[config.mk]
export PLATFORM = sky130hd
export DESIGN_NAME = mem_bus_ctrl
export DESIGN_NICKNAME = d
export VERILOG_FILES = /design/src/rtl/mem_bus_ctrl.sv
export SDC_FILE = /design/constraint.sdc
export NUM_CORES = 1
export LEC_CHECK = 0
export CORE_AREA = 2 2 120 122
export DETAILED_ROUTE_END_ITERATION = 8
export DIE_AREA = 0 0 122 124
export DONT_BUFFER_PORTS = 1
export HOLD_SLACK_MARGIN = 0.05
export PLACE_DENSITY = 0.56
export SETUP_SLACK_MARGIN = 0.1
export SYNTH_ARGS = -nofsm -noshare
export SYNTH_HDL_FRONTEND = slang
export SYNTH_SLANG_ARGS = --single-unit
export TNS_END_PERCENT = 20
[constraint.sdc]
create_clock -name clk -period 2.5 [get_ports clk]
set_clock_uncertainty 0.1 [all_clocks]
set_input_delay 0.375 -clock clk [delete_from_list [all_inputs] [get_ports clk]]
set_output_delay 0.375 -clock clk [all_outputs]
set_load 0.05 [all_outputs]
[src/rtl/mem_bus_ctrl.sv]
// Physical bus cycle controller behind the TLB/address-decode stage.
// Sequences SRAM, flash, boot ROM and serial accesses; stalls MEM until ack.
module mem_bus_ctrl #(
    parameter int SRAM_WAIT  = 2,
    parameter int FLASH_WAIT = 6,
    parameter int ROM_WAIT   = 1
) (
    input  logic        clk,
    input  logic        rst,
    input  logic        req_i,
    input  logic        we_i,
    input  logic [3:0]  sel_i,
    input  logic [31:0] wdata_i,
    input  logic [31:0] paddr_i,
    input  logic        tlb_hit_i,
    input  logic        sram_ce_i,
    input  logic        flash_ce_i,
    input  logic        rom_ce_i,
    input  logic        serial_ce_i,
    output logic [31:0] rdata_o,
    output logic        ack_o,
    output logic        stall_o,
    output logic        tlb_miss_o,
    output logic [19:0] sram_addr_o,
    output logic [31:0] sram_wdata_o,
    input  logic [31:0] sram_rdata_i,
    output logic        sram_ce_n_o,
    output logic        sram_oe_n_o,
    output logic        sram_we_n_o,
    output logic [3:0]  sram_be_n_o,
    output logic [22:0] flash_addr_o,
    input  logic [15:0] flash_rdata_i,
    output logic        flash_ce_n_o,
    output logic        flash_oe_n_o,
    output logic [9:0]  rom_addr_o,
    input  logic [31:0] rom_rdata_i,
    output logic [7:0]  uart_tx_data_o,
    output logic        uart_tx_start_o,
    input  logic        uart_tx_busy_i,
    input  logic [7:0]  uart_rx_data_i,
    output logic        uart_rx_ack_o
);

    localparam int CW = 8;

    typedef enum logic [2:0] {
        IDLE,
        SRAM,
        FLASH_LO,
        FLASH_HI,
        ROM,
        UART_WR,
        DONE
    } state_t;

    state_t state, state_nx;

    logic [CW-1:0] cnt, cnt_nx;
    logic [23:2]   paddr_q;
    logic [31:0]   wdata_q;
    logic [3:0]    sel_q;
    logic          we_q;
    logic [31:0]   rdata_q, rdata_nx;
    logic          miss_q, miss_nx;
    logic          rx_q, rx_nx;
    logic          tx_start;
    logic          accept;
    logic          sram_act;
    logic          flash_act;

    assign accept = (state == IDLE) && req_i;

    always_ff @(posedge clk) begin
        if (rst) begin
            state   <= IDLE;
            cnt     <= '0;
            rdata_q <= '0;
            miss_q  <= 1'b0;
            rx_q    <= 1'b0;
        end else begin
            state   <= state_nx;
            cnt     <= cnt_nx;
            rdata_q <= rdata_nx;
            miss_q  <= miss_nx;
            rx_q    <= rx_nx;
        end
    end

    // Request attributes stay frozen for the whole bus cycle.
    always_ff @(posedge clk) begin
        if (rst) begin
            paddr_q <= '0;
            wdata_q <= '0;
            sel_q   <= '0;
            we_q    <= 1'b0;
        end else if (accept) begin
            paddr_q <= paddr_i[23:2];
            wdata_q <= wdata_i;
            sel_q   <= sel_i;
            we_q    <= we_i;
        end
    end

    always_comb begin
        state_nx = state;
        cnt_nx   = cnt;
        rdata_nx = rdata_q;
        miss_nx  = miss_q;
        rx_nx    = rx_q;
        tx_start = 1'b0;
        unique case (state)
            IDLE: begin
                if (req_i) begin
                    rdata_nx = '0;
                    miss_nx  = 1'b0;
                    rx_nx    = 1'b0;
                    state_nx = DONE;
                    if (!tlb_hit_i) begin
                        miss_nx = 1'b1;
                    end else if (sram_ce_i) begin
                        state_nx = SRAM;
                        cnt_nx   = CW'(SRAM_WAIT - 1);
                    end else if (flash_ce_i) begin
                        if (!we_i) begin
                            state_nx = FLASH_LO;
                            cnt_nx   = CW'(FLASH_WAIT - 1);
                        end
                    end else if (rom_ce_i) begin
                        if (!we_i) begin
                            state_nx = ROM;
                            cnt_nx   = CW'(ROM_WAIT - 1);
                        end
                    end else if (serial_ce_i) begin
                        if (we_i) begin
                            state_nx = UART_WR;
                        end else begin
                            rdata_nx = {24'b0, uart_rx_data_i};
                            rx_nx    = 1'b1;
                        end
                    end
                end
            end
            SRAM: begin
                if (cnt == '0) begin
                    if (!we_q) begin
                        rdata_nx = sram_rdata_i;
                    end
                    state_nx = DONE;
                end else begin
                    cnt_nx = cnt - 1'b1;
                end
            end
            FLASH_LO: begin
                if (cnt == '0) begin
                    rdata_nx[15:0] = flash_rdata_i;
                    cnt_nx         = CW'(FLASH_WAIT - 1);
                    state_nx       = FLASH_HI;
                end else begin
                    cnt_nx = cnt - 1'b1;
                end
            end
            FLASH_HI: begin
                if (cnt == '0) begin
                    rdata_nx[31:16] = flash_rdata_i;
                    state_nx        = DONE;
                end else begin
                    cnt_nx = cnt - 1'b1;
                end
            end
            ROM: begin
                if (cnt == '0) begin
                    rdata_nx = rom_rdata_i;
                    state_nx = DONE;
                end else begin
                    cnt_nx = cnt - 1'b1;
                end
            end
            UART_WR: begin
                if (!uart_tx_busy_i) begin
                    tx_start = 1'b1;
                    state_nx = DONE;
                end
            end
            DONE: begin
                state_nx = IDLE;
            end
            default: begin
                state_nx = IDLE;
            end
        endcase
    end

    assign sram_act  = (state == SRAM);
    assign flash_act = (state == FLASH_LO) || (state == FLASH_HI);

    assign ack_o      = (state == DONE);
    assign tlb_miss_o = ack_o && miss_q;
    assign stall_o    = req_i && !ack_o;
    assign rdata_o    = rdata_q;

    assign sram_addr_o  = paddr_q[21:2];
    assign sram_wdata_o = wdata_q;
    assign sram_ce_n_o  = !sram_act;
    assign sram_oe_n_o  = !(sram_act && !we_q);
    assign sram_we_n_o  = !(sram_act && we_q);
    // Reads enable every lane; only writes honour the byte selects.
    assign sram_be_n_o  = sram_act ? (we_q ? ~sel_q : 4'h0) : 4'hF;

    assign flash_addr_o = {paddr_q[23:2], state == FLASH_HI};
    assign flash_ce_n_o = !flash_act;
    assign flash_oe_n_o = !flash_act;

    assign rom_addr_o = paddr_q[11:2];

    assign uart_tx_data_o  = wdata_q[7:0];
    assign uart_tx_start_o = tx_start;
    assign uart_rx_ack_o   = ack_o && rx_q;

endmodule

==> results_dict.tcl <==
set metrics [dict create \
    status "finished with violations" \
    violations "hold timing" \
    ys_ff_latch 104 \
    area_growth_pct 12.8 \
    antenna_left 0 \
    dpl.hpwl_mm 11.6 \
    setup-tns-final_ps 0 \
    fp-row-count 43 \
    grt_pass1_vias 4294 \
    drc 0 \
    critical_path.cell_chain "or4_4 > or4b_4 > buf_4 > a211oi_1 > or3_1 > a21oi_1" \
    p_per_area_nw_per_um2 1740 \
    cts.clk_slew.worst_paths_ps 70 \
    placedCellCount 812 \
    worst-path-buf-inv 1 \
    final_max_slew_viol_count 0 \
    grt_util_all_layers 0.197 \
    multi_input_area_um2 2610 \
    hold_ws_ps -12.2 \
    gp_congestion 0.838 \
    clk_path_buf_depth 2 \
    cts.sink_count 104 \
    placed_area_um2 5450 \
    die_area_um2 15100 \
    async_flop_share 0 \
    fin_crit_sh 0.935 \
    setup_viol 0 \
    layout-drive-gt1-share 0.169 \
    synth_common_cells "126 x nand2_1, 104 x dfxtp_1, 95 x a21oi_1" \
    vias_per_cell 5.50 \
    cts_tree "built" \
    min_period_ps 2340 \
    worstPathArrival_ps 2480 \
    dr.pass1.iters 4 \
    clk_latency_ps 350 \
    grt_max_degree 103 \
    slew_headroom 0.441 \
    ir_drop_v 0.000757 \
    ys.flop_type "dfxtp_1" \
    rr_endpoint "cnt[1]" \
    tightestPinTransition_ps 838 \
    ctsHtreeMaxLevel 3 \
    syn_area_um2 5210 \
    syn-mean-instance-area_um2 7.87 \
    path_class "reg2reg" \
    floorplan.initialDensity 0.380 \
    vias 4600 \
    fill_cells 1398 \
    end_kind "flip-flop" \
    cp_slowest_stage_delay_ps 590 \
    cts_buffers 9 \
    grt_first_pass_wirelength_mm 22.8 \
    syn_nets 830 \
    synth_edf_count 0 \
    rrSetupSlack_ps 160 \
    crit_path_start "cnt[6]" \
    initialDrtViolationCount 226 \
    fin_area_um2 5880 \
    hold_violations 6 \
    synth.most_common_cell "nand2_1" \
    die_x_um 122 \
    cp_max_fo 5 \
    antenna_cells 0 \
    yosysSeqAreaShare 0.399 \
    postCtsHoldBufs 5 \
    antenna_found_initial 0 \
    reg2reg_from "cnt[6]" \
    slowest_stage "or4b_4" \
    cp.required_ps 2640 \
    hold_class "in2reg" \
    cts_root_buf "clkbuf_16" \
    overflow 0 \
    rsz0062_at_grt "yes" \
    netlist_instances 662 \
    yosys_warnings 0 \
    nets 820 \
    endpoint "cnt[1]" \
    path_depth 6 \
    reg2reg_depth 6 \
    port_buffers 0 \
    cp-start-kind "flip-flop" \
    maxCapViolCount 0 \
    boundaryPins 305 \
    die_h_um 124 \
    register_area_um2 2080 \
    crit_family "simple AND/OR/NAND/NOR gates" \
    synth.distinct_cells 49 \
    synth_area_leader_cell "dfxtp_1" \
    core_area_um2 13700 \
    synth_top_area_frac 0.399 \
    finalNonFillerCells 836 \
    wl_mm 15.9 \
    clock.fmax_ghz 0.428 \
    synthTopCellsByArea "dfxtp_1 40%, a21oi_1 9.1%, nand2_1 9.1%" \
    routedWlPerCell_um 19.0 \
    p_leak_nw 2.17 \
]
## metal layers
metal / wire length [um] / track usage / part of all wire
met1: 6250 / 0.230 / 0.39
met2: 7930 / 0.345 / 0.50
met3: 1400 / 0.0545 / 0.088
met5: 0 / 0 / 0
met4: 327 / 0.0769 / 0.021
## metrics by stage
| step | hold slack (ps) | utilization | total power [mW] | setup slack (ps) |
|---|---|---|---|---|
| after global placement | 337 | 0.397 | 8.46 | 64.7 |
| final | -12.2 | 0.429 | 10.2 | 164 |
| after CTS | -21.9 | 0.423 | 10.1 | 88.1 |
| after detailed placement | 342 | 0.397 | 8.58 | 37.1 |
| after global routing | -20.2 | 0.429 | 10.8 | 52.2 |
| after floorplan | 333 | - | 7.64 | 94.7 |
## cells by family (layout without fill, tap and decap cells)
group	Yosys count	count (layout)	synth area share
adder cells (fa/ha/maj)	2	2	0.00480
XOR/XNOR	2	2	0.00336
flip-flops	104	104	0.399
AO/OA/AOI/OAI	185	185	0.243
multiplexers	17	17	0.0329
AND/OR/NAND/NOR	251	251	0.207
buffers and inverters	101	95	0.109
## worst min path at each step
| stage | start | endpoint | cells past startpoint |
|---|---|---|---|
| 2_1_floorplan | sel_q[0] | sel_q[0] | 2 |
| 3_3_place_gp | sram_wdata_o[5] | sram_wdata_o[5] | 2 |
| 3_5_place_dp | sram_wdata_o[0] | sram_wdata_o[0] | 2 |
| 4_1_cts | rst | sram_wdata_o[7] | 1 |
| 5_1_grt | rst | sel_q[2] | 1 |
| 6_report | rst | sram_wdata_o[7] | 1 |
## cell type report
class / count / area share
Inverter: 10 / 0.00638
Sequential cell: 104 / 0.354
Tap cell: 180 / 0.0383
Clock buffer: 9 / 0.0383
Clock inverter: 6 / 0.0132
Timing Repair Buffer: 70 / 0.106
Multi-Input combinational cell: 457 / 0.444
## state kept, by name, indices dropped and copies added (netlist names)
name	count
sram_wdata_o	32
miss_q	1
sel_q	4
paddr_q	22
rdata_o	32
cnt	8
rx_q	1
we_q	1
state	3
## worst reg2reg max path: stages (launching register included)
cell and delay [ps]:
dfxtp_1 340, or4_4 550, or4b_4 590, buf_4 190, a211oi_1 260, or3_1 140
a21oi_1 50
## power breakdown
group	internal, mW	leakage [nW]	switching (mW)	total, mW
sequential	2.16	0.854	1.50	3.67
clock	0.789	0.146	0.665	1.45
combinational	1.83	1.17	3.30	5.12
## placed cells by master (no fill, tap or decap), drive strengths merged, types with 5 or more instances in the layout
| cell type | synthesis | routed |
|---|---|---|
| a211oi | 34 | 34 |
| a21oi | 95 | 95 |
| a221oi | 11 | 11 |
| a22oi | 16 | 16 |
| buf | 50 | 63 |
| clkbuf | 41 | 10 |
| dfxtp | 104 | 104 |
| dlygate4sd3 | 0 | 5 |
| inv | 10 | 12 |
| mux2i | 16 | 16 |
| nand2 | 126 | 126 |
| nand2b | 6 | 6 |
| nand3b | 5 | 5 |
| nor2 | 79 | 79 |
| nor2b | 6 | 6 |
| nor3 | 6 | 6 |
| o21ai | 10 | 10 |
## what timing repair did
| item | CTS | global route |
|---|---|---|
| endpoints found under the hold margin | 97 | 91 |
| cloned | 0 | 2 |
| resized for setup | 1 | 3 |
| pin swaps | 0 | 2 |
| setup buffers | 0 | 2 |
| setup endpoints to repair | 37 | 31 |
(Power assumes the default switching activity.)
